<file path="src/rtl/counter_pkg.sv">
// Shared definitions for counter_mod: direction encoding and the
// WIDTH/MODULUS legality check used at elaboration.
package counter_pkg;

  localparam logic CNT_UP   = 1'b1;
  localparam logic CNT_DOWN = 1'b0;

  // True when the count range 0..modulus-1 fits a width-bit register.
  function automatic bit cfg_legal(input int unsigned width, input int unsigned modulus);
    if (width < 1 || width > 31) return 1'b0;
    return (modulus >= 32'd2) && (modulus <= (32'd1 << width));
  endfunction

endpackage

</file>
<file path="src/rtl/counter_mod_if.sv">
// Control/status bundle of counter_mod. The overflow signal exists only
// when COUNTER_MOD_STICKY_EN is defined.
interface counter_mod_if #(
  parameter int WIDTH = 4
);
  logic             clear;
  logic             load;
  logic [WIDTH-1:0] load_value;
  logic             enable;
  logic             up_down;
  logic [WIDTH-1:0] count;
  logic             tc;
  logic             wrap;
`ifdef COUNTER_MOD_STICKY_EN
  logic             overflow;
`endif

  modport master (
    output clear, load, load_value, enable, up_down,
    input  count, tc, wrap
`ifdef COUNTER_MOD_STICKY_EN
    , input overflow
`endif
  );

  modport slave (
    input  clear, load, load_value, enable, up_down,
    output count, tc, wrap
`ifdef COUNTER_MOD_STICKY_EN
    , output overflow
`endif
  );
endinterface

</file>
<file path="src/rtl/counter_mod.sv">
// Parametrised up/down modulo counter with clear, saturating load, terminal
// count and wrap pulse. COUNTER_MOD_STICKY_EN adds a sticky overflow flag.
module counter_mod
  import counter_pkg::*;
#(
  parameter int          WIDTH   = 4,
  parameter int unsigned MODULUS = 32'd1 << WIDTH
) (
  input  logic           clock,
  input  logic           reset_n,
  counter_mod_if.slave   bus
);

  if (!cfg_legal(WIDTH, MODULUS)) begin : g_bad_cfg
    $error("counter_mod: illegal WIDTH/MODULUS combination");
  end

  localparam logic [WIDTH:0]   MAX_EXT = (WIDTH+1)'(MODULUS - 32'd1);
  localparam logic [WIDTH-1:0] MAX_CNT = MAX_EXT[WIDTH-1:0];

  logic [WIDTH-1:0] count_q, count_d;
  logic             wrap_q, wrap_d;
  logic [WIDTH:0]   ld_ext;
  logic             at_max, at_zero;

  assign ld_ext  = {1'b0, bus.load_value};
  assign at_max  = (count_q == MAX_CNT);
  assign at_zero = (count_q == '0);

  always_comb begin
    count_d = count_q;
    wrap_d  = 1'b0;
    if (bus.clear) begin
      count_d = '0;
    end else if (bus.load) begin
      // Out-of-range load values saturate to the top of the count range.
      count_d = (ld_ext > MAX_EXT) ? MAX_CNT : bus.load_value;
    end else if (bus.enable) begin
      if (bus.up_down == CNT_UP) begin
        if (at_max) begin
          count_d = '0;
          wrap_d  = 1'b1;
        end else begin
          count_d = count_q + WIDTH'(1);
        end
      end else begin
        if (at_zero) begin
          count_d = MAX_CNT;
          wrap_d  = 1'b1;
        end else begin
          count_d = count_q - WIDTH'(1);
        end
      end
    end
  end

  always_ff @(posedge clock or negedge reset_n) begin
    if (!reset_n) begin
      count_q <= '0;
      wrap_q  <= 1'b0;
    end else begin
      count_q <= count_d;
      wrap_q  <= wrap_d;
    end
  end

  assign bus.count = count_q;
  assign bus.wrap  = wrap_q;
  assign bus.tc    = bus.enable & ~bus.clear & ~bus.load &
                     (((bus.up_down == CNT_UP) & at_max) |
                      ((bus.up_down == CNT_DOWN) & at_zero));

`ifdef COUNTER_MOD_STICKY_EN
  logic ovf_q, ovf_d;

  // Load leaves the flag alone; only clear or reset drops it.
  always_comb begin
    ovf_d = ovf_q | wrap_d;
    if (bus.clear) ovf_d = 1'b0;
  end

  always_ff @(posedge clock or negedge reset_n) begin
    if (!reset_n) ovf_q <= 1'b0;
    else          ovf_q <= ovf_d;
  end

  assign bus.overflow = ovf_q;
`endif

endmodule

</file>
<file path="src/flat_wrapper.sv">
// flat-port wrapper written by rule: the top's interface ports become plain ports
module counter_mod_flat import counter_pkg::*;
#(
  parameter int          WIDTH   = 4,
  parameter int unsigned MODULUS = 32'd1 << WIDTH
)
  (clock, reset_n, bus_clear, bus_load, bus_load_value, bus_enable, bus_up_down, bus_count, bus_tc, bus_wrap);
  counter_mod_if #(.WIDTH(WIDTH)) bus_i ();
  input  logic clock;
  input  logic reset_n;
  input wire logic [$bits(bus_i.clear)-1:0] bus_clear;
  input wire logic [$bits(bus_i.load)-1:0] bus_load;
  input wire logic [$bits(bus_i.load_value)-1:0] bus_load_value;
  input wire logic [$bits(bus_i.enable)-1:0] bus_enable;
  input wire logic [$bits(bus_i.up_down)-1:0] bus_up_down;
  output wire logic [$bits(bus_i.count)-1:0] bus_count;
  output wire logic [$bits(bus_i.tc)-1:0] bus_tc;
  output wire logic [$bits(bus_i.wrap)-1:0] bus_wrap;
  assign bus_i.clear = bus_clear;
  assign bus_i.load = bus_load;
  assign bus_i.load_value = bus_load_value;
  assign bus_i.enable = bus_enable;
  assign bus_i.up_down = bus_up_down;
  assign bus_count = bus_i.count;
  assign bus_tc = bus_i.tc;
  assign bus_wrap = bus_i.wrap;
  counter_mod #(.WIDTH(WIDTH), .MODULUS(MODULUS)) u_core (.clock(clock), .reset_n(reset_n), .bus(bus_i));
endmodule
</file>
<file path="config.mk">
export PLATFORM = sky130hd
export DESIGN_NAME = counter_mod_flat
export DESIGN_NICKNAME = d
export VERILOG_FILES = /design/src/rtl/counter_pkg.sv /design/src/rtl/counter_mod_if.sv /design/src/rtl/counter_mod.sv /design/src/flat_wrapper.sv
export SDC_FILE = /design/constraint.sdc
export NUM_CORES = 1
export LEC_CHECK = 0
export CAP_MARGIN = 20
export CORE_AREA = 10 10 47 49
export DETAILED_ROUTE_END_ITERATION = 6
export DIE_AREA = 0 0 57 59
export PLACE_DENSITY = 0.71
export SKIP_LAST_GASP = 1
export SYNTH_ARGS = -nofsm -noshare
export SYNTH_HDL_FRONTEND = slang
export SYNTH_SLANG_ARGS = --single-unit
</file>
<file path="constraint.sdc">
create_clock -name clock -period 1.8 [get_ports clock]
set_input_delay 0.18 -clock clock [delete_from_list [all_inputs] [get_ports clock]]
set_output_delay 0.18 -clock clock [all_outputs]
set_load 0.02 [all_outputs]
</file>
==> summary.md, run 1 <==
| Metric | Value |
|---|---|
| Run status | `completed` |
| CP Buf/Inv Count | `2` |
| Power Density | `604.0 mW/mm^2` |
| Largest net degree at the start of global routing | `10` |
| CP max stage delay | `roughly 0.38 ns` |
| Relative slew margins | `between 70% and 80%` |
| Die X-Extent | `around 57 um` |
| Sequential-to-total area share from yosys stat | `slightly above 30%` |
| # Max-Cap Violations | `0` |
| Fin util | `51.16%` |
| Max Freq | `approximately 590 MHz` |
| Leak Pwr | `roughly 0.32 nW` |
| Iteration-0 DRC Markers | `2` |
| Crit Path Max Fanout | `2` |
| Area leader, netlist | `dfrtp_1` |
| Max-slew violations | `0` |
| Met2 GRT Util | `~14%` |
| Filler cells | `about 150` |
| Wire per inst | `14.29 um` |
| Crit-path cells | `inv_2 > ha_2 > nor4b_4 > a41oi_2 > nor3b_2 > buf_4` |
| Synth warnings | `0` |
| Final Hold Fails | `0` |
| Drt first pass iters | `2` |
| DP HPWL | `approximately 1.1 mm` |
| CP max stage cell | `dfrtp_1` |
| Syn_area_per_cell | `around 8.5 sq um` |
| Setup bufs post-CTS | `0` |
| Core Area | `0.001401 sq mm` |
| Ratio of cells with drive above 1 in the final layout | `between 30 and 40%` |
| Commonest cells after routing, fill and taps aside | `clkdlybuf4s50_1, buf_4, dfrtp_1, a21oi_1, nand2_1` |
| Crit path max-delay family | `simple AND/OR/NAND/NOR gates` |
| Clock insertion delay at the later pin of the skew report | `0.25 ns` |
| IR drop worst, VDD | `~230 uV` |
| Setup_tns | `0 ns` |
| Ys flop type | `dfrtp_1` |
| Clock-pin slew on the worst setup and hold paths | `around 0.04 ns` |
| CP Data Arrival Time | `~1.5 ns` |
| GP Congestion | `about 0.84` |
| Tcrit/Tclk final | `94.80%` |
| First-pass GRT wire length | `2.166 mm` |
| Clock Sinks | `5` |
| Minimum clock period | `around 1.7 ns` |
| Setup WS pre-CTS | `-0.2141 ns` |
| Hold/Removal Path Class | `in2async` |
| Worst setup margin | `0.09369 ns` |
| CTS Buf Count | `3` |
| Buffers on Ports | `15` |
| Placed Cells | `89` |
| Vias | `~470` |
| CTS tree | `built` |
| Drt total wl | `1.329 mm` |
| Die H | `59 um` |
| Starting density of the core | `between 20 and 30%` |
| Synthesized flop and latch total | `5` |
| H-tree depth | `1` |
| Antenna viol nets, final | `0` |
| N_diodes | `0` |
| Die area | `approximately 0.0034 sq mm` |
| Commonest non-fill, non-tap cell in the layout | `clkdlybuf4s50_1` |
| Worst endpoint required time | `approximately 1.6 ns` |
| GRT Util Overall | `8.139%` |
| Final Non-Filler Cells | `between 90 and 100` |
| Maximum clock path buffer count | `2` |
| Initial antenna violation count | `0` |
| Root buffer cell | `clkbuf_4` |
| Mapped cell area | `about 410 sq um` |
| Ranking of synthesized cells by area | `dfrtp_1, ha_1, a21oi_1` |
| Distinct cells, synth | `27` |
| Worst setup EP type | `primary output` |
| Mapped Cells | `about 50` |
| Fin area | `around 720 sq um` |
| GR peak layer | `met2` |
| Ports | `16` |
| Setup Skew | `between 0.002 and 0.0025 ns` |
| Layout area overhead | `73.11%` |
| Syn_nets | `61` |
| Post-synth EDFFs | `0` |
| Yosys top cell area share | `about 30%` |
| Num rows | `14` |
| Cts hold-fix bufs | `0` |
| Remaining DRCs | `0` |
| M3 GR Usage | `1.931%` |
| Nets | `90` |
| M1 GR Usage | `under 10%` |
| Total grt overflow | `0` |
| Routed vias/inst | `approximately 5` |
| CP Class | `reg2out` |
| Slew @ Worst Pin | `roughly 0.32 ns` |
| Final setup viols | `0` |
| Ys async rst share | `100.0%` |
| Critical Path Start Type | `flop` |
| Vias in the first global route | `509` |
| DP Area | `between 600 and 700 sq um` |
logic make-up (layout without fill, tap and decap cells):
logic type | Yosys count | count (layout) | synth area share (%)
AO/OA/AOI/OAI | 16 | 16 | 28.40
AND/OR/NAND/NOR | 14 | 14 | 18.73
buffers and inverters | 8 | 36 | 7.249
flip-flops | 5 | 5 | 30.21
adder cells (fa/ha/maj) | 2 | 2 | 6.041
XOR/XNOR | 2 | 2 | 4.230
multiplexers | 2 | 2 | 5.136
registers in the layout, indices dropped and copies added (netlist names):
signal            flops
u_core.bus.count      4
u_core.bus.wrap       1
area by class of cell:
cell class              count  area, sq um  area share (%)
well taps                  16        20.02           2.792
multi-input cells          36        289.0           40.31
repair buffers             27        237.7           33.16
clock buffers               4        26.28           3.665
flip-flops and latches      5        125.1           17.45
inverters                   5        18.77           2.618
timing repair:
item / in CTS / in global routing
gates resized for setup: 4 / 7
endpoints found under the setup margin: 1 / 1
pin swaps: 0 / 1
synthesized netlist by cell type, types with 2 or more instances:
library cell,count
o21ai_0,2
nor2b_1,2
nor3b_1,2
inv_1,4
clkbuf_1,3
nand2_1,4
xnor2_1,2
dfrtp_1,5
ha_1,2
nor2_1,2
o31ai_1,2
a21oi_1,4
layer usage:
layer  vias up  wire length, um
met5         -                0
met4         0               25
met3         4               50
met2        11              713
met1       225              540
li1        234                -
where the power goes:
group	internal [mW]	switching [mW]	total [mW]
logic	0.0923	0.0775	0.170
clock network	0.0841	0.0513	0.135
registers	0.121	0.00731	0.128
metrics by stage:
step / hold WS, ns / power [mW]
after CTS: 0.1533 / 0.4295
final: 0.1508 / 0.4330
after global routing: 0.1662 / 0.4607
after detailed placement: 0.4221 / 0.2887
after global placement: 0.4091 / 0.2858
after floorplan: -0.1156 / 0.2067
worst paths after layout:
| check | from | to | slack [ns] | depth (start not counted) |
|---|---|---|---|---|
| setup reg to reg | u_core.bus.count[2] | u_core.bus.count[3] | 0.20 | 5 |
| hold / removal | reset_n | u_core.bus.count[1] | 0.15 | 1 |
| max in group asynchronous | reset_n | u_core.bus.count[0] | 1.46 | 1 |
| min in group clock | bus_load_value[2] | u_core.bus.count[2] | 0.58 | 4 |
| hold reg to reg | u_core.bus.count[0] | u_core.bus.count[0] | 0.70 | 4 |
| setup / recovery | u_core.bus.count[0] | bus_tc | 0.09 | 6 |
Power figures use the tool's default switching activity.
==> run 2, diff against run 1 <==
Settings changed: CORE_AREA 10 10 47 49 to 2 2 39 41, CTS_BUF_LIST from default to sky130_fd_sc_hd__clkbuf_16, DIE_AREA 0 0 57 59 to 0 0 41 43.
==> summary.md, run 2 (same netlist as run 1, synthesis figures left out) <==
| Metric | Value |
|---|---|
| Final Non-Filler Cells | `92 (-1.1%)` |
| Setup bufs post-CTS | `0 (unchanged)` |
| Cts hold-fix bufs | `0 (unchanged)` |
| Drt first pass iters | `4 (+2)` |
| Buffers on Ports | `15 (unchanged)` |
| CTS Buf Count | `3 (unchanged)` |
| Iteration-0 DRC Markers | `6 (+4)` |
| Placed Cells | `88 (-1.1%)` |
| Crit-path cells | `inv_1 > ha_1 > nor4b_2 > a41oi_1 > nor3b_2 > buf_4` |
| Starting density of the core | `29.93% (+0.37 points)` |
| Reg-to-reg slack, setup | `0.23 ns (+0.03 ns)` |
| IR drop worst, VDD | `253.2 uV (+10%)` |
| Slew @ Worst Pin | `0.2864 ns (-0.03141 ns)` |
| Largest net degree at the start of global routing | `10 (unchanged)` |
| Max-slew violations | `0 (unchanged)` |
| Antenna viol nets, final | `0 (unchanged)` |
| H-tree depth | `1 (unchanged)` |
| Maximum clock path buffer count | `2 (unchanged)` |
| Minimum clock period | `1.717 ns (+0.01073 ns)` |
| Setup WS pre-CTS | `-0.1847 ns (+0.02933 ns)` |
| Relative slew margins | `80.74% (+2.1 points)` |
| DP HPWL | `926.6 um (-12%)` |
| # Max-Cap Violations | `0 (unchanged)` |
| Setup Skew | `0.0006633 ns (-0.001446 ns)` |
| Initial antenna violation count | `0 (unchanged)` |
| Final setup viols | `0 (unchanged)` |
| Vias in the first global route | `470 (-7.7%)` |
| Commonest cells after routing, fill and taps aside | `clkdlybuf4s50_1, buf_4, inv_1, dfrtp_1` |
| Layout area overhead | `79.46%` |
| Total grt overflow | `0 (unchanged)` |
| Ports | `16 (unchanged)` |
| Critical path destination | `bus_tc` |
| Remaining DRCs | `0 (unchanged)` |
| Run status | `completed` |
| Largest register FFs | `4 (unchanged)` |
| Critical Path Start Type | `flop` |
| Root buffer cell | `clkbuf_16` |
| CP Class | `reg2out` |
| CTS tree | `built` |
| CP Data Arrival Time | `1.54 ns (about the same)` |
| Worst R2R End | `u_core.bus.count[3]` |
| Clock Sinks | `5 (unchanged)` |
| Worst setup EP type | `primary output` |
| CP max stage delay | `0.37 ns (about the same)` |
| Wire per inst | `12.96 um (-9.3%)` |
| Nets | `89 (-1.1%)` |
| Ratio of cells with drive above 1 in the final layout | `26.32% (-6.2 points)` |
| Max Freq | `582.4 MHz (-0.62%)` |
| Hold/Removal Path Class | `in2async` |
| Clock insertion delay at the later pin of the skew report | `0.23 ns (-0.02 ns)` |
| Final Hold Fails | `0 (unchanged)` |
| Tcrit/Tclk final | `95.39% (+0.60 points)` |
| Worst endpoint required time | `1.62 ns (about the same)` |
| Register-to-Register Path Depth | `5 (unchanged)` |
| Die H | `43 um (-27%)` |
| Drt total wl | `1.192 mm (-10%)` |
| N_diodes | `0 (unchanged)` |
| Num rows | `14 (unchanged)` |
| Fin Hold WS | `0.1794 ns (+0.02861 ns)` |
| Core Area | `0.001384 sq mm (-1.2%)` |
| Commonest non-fill, non-tap cell in the layout | `clkdlybuf4s50_1` |
| Power Density | `871.5 mW/mm^2 (+44%)` |
| Routed vias/inst | `5.261 (+3.2%)` |
| Die area | `0.001763 sq mm (-48%)` |
| Worst setup margin | `0.08296 ns (-0.01073 ns)` |
| Clock-pin slew on the worst setup and hold paths | `0.03 ns (about the same)` |
| CP max stage cell | `dfrtp_1` |
| Vias | `484 (+2.1%)` |
| GP Congestion | `0.8921 (+6.4%)` |
| Post-CTS resize count | `4 (unchanged)` |
| Crit Path Max Fanout | `3 (+1)` |
| Critical path origin | `u_core.bus.count[0]` |
| GRT Util Overall | `16.23% (+8.1 points)` |
| Worst r2r src | `u_core.bus.count[2]` |
| Die X-Extent | `41 um (-28%)` |
| Leak Pwr | `0.3340 nW (+6.0%)` |
| First-pass GRT wire length | `1.904 mm (-12%)` |
run 2: cell count changes in the layout (fill, tap and decap cells not counted), sizes merged:
| cell | before | now |
|---|---|---|
| buf | 13 | 12 |
| clkbuf | 4 | 3 |
| inv | 5 | 6 |
run 2: critical path: cells and delay by family (launching register included):
kind | cells | cell delay, ns
compound gates | 1 | 0.09
buf+inv | 2 | 0.27
flops | 1 | 0.37
simple gates | 2 | 0.38
fa+ha+maj | 1 | 0.19
run 2: final cells by class:
| cell class | count | area (sq um) |
|---|---|---|
| clock buffer | 3 | 75.07 |
| clock inverter | 1 | 3.754 |
| fill | 136 | 640.6 |
| inverter | 5 | 18.77 |
| multi-input combinational | 36 | 270.3 |
| sequential | 5 | 125.1 |
| tap | 16 | 20.02 |
| timing repair buffer | 26 | 230.2 |
run 2: metal layers:
| metal | up-vias | global-route usage [%] | wire length [um] |
|---|---|---|---|
| li1 | 229 | - | - |
| met1 | 228 | 18.85 | 465 |
| met2 | 23 | 24.38 | 605 |
| met3 | 4 | 3.665 | 87 |
| met4 | 0 | 12.00 | 34 |
| met5 | - | 0 | 0 |
run 2: worst min path at each step:
stage	endpoint	slack (ns)
2_1_floorplan	u_core.bus.count[0]	-0.12
3_3_place_gp	u_core.bus.count[2]	0.41
3_5_place_dp	u_core.bus.count[2]	0.42
4_1_cts	u_core.bus.count[2]	0.18
5_1_grt	u_core.bus.wrap	0.20
6_report	u_core.bus.count[2]	0.18
run 2: through the flow:
stage	TNS [ns]	cell area, sq um	util (%)	total power, mW
after floorplan	0	419.2	-	0.2067
after global placement	-0.1662	660.6	47.74	0.2829
after detailed placement	-0.1847	660.6	47.74	0.2854
after CTS	0	734.5	53.07	0.6490
after global routing	-0.002327	743.2	53.71	0.6737
final	0	743.2	53.71	0.6477
run 2: where the power goes:
group          switching (mW)  internal [mW]
Combinational          0.0746         0.0863
Sequential            0.00540          0.121
Clock                  0.0730          0.288
Total                   0.153          0.495
==> run 3, diff against run 2 <==
Settings changed: SKIP_LAST_GASP 1 to default.
==> results of run 3 <==
Final layout, timing and power as in run 2 (identical DEF).
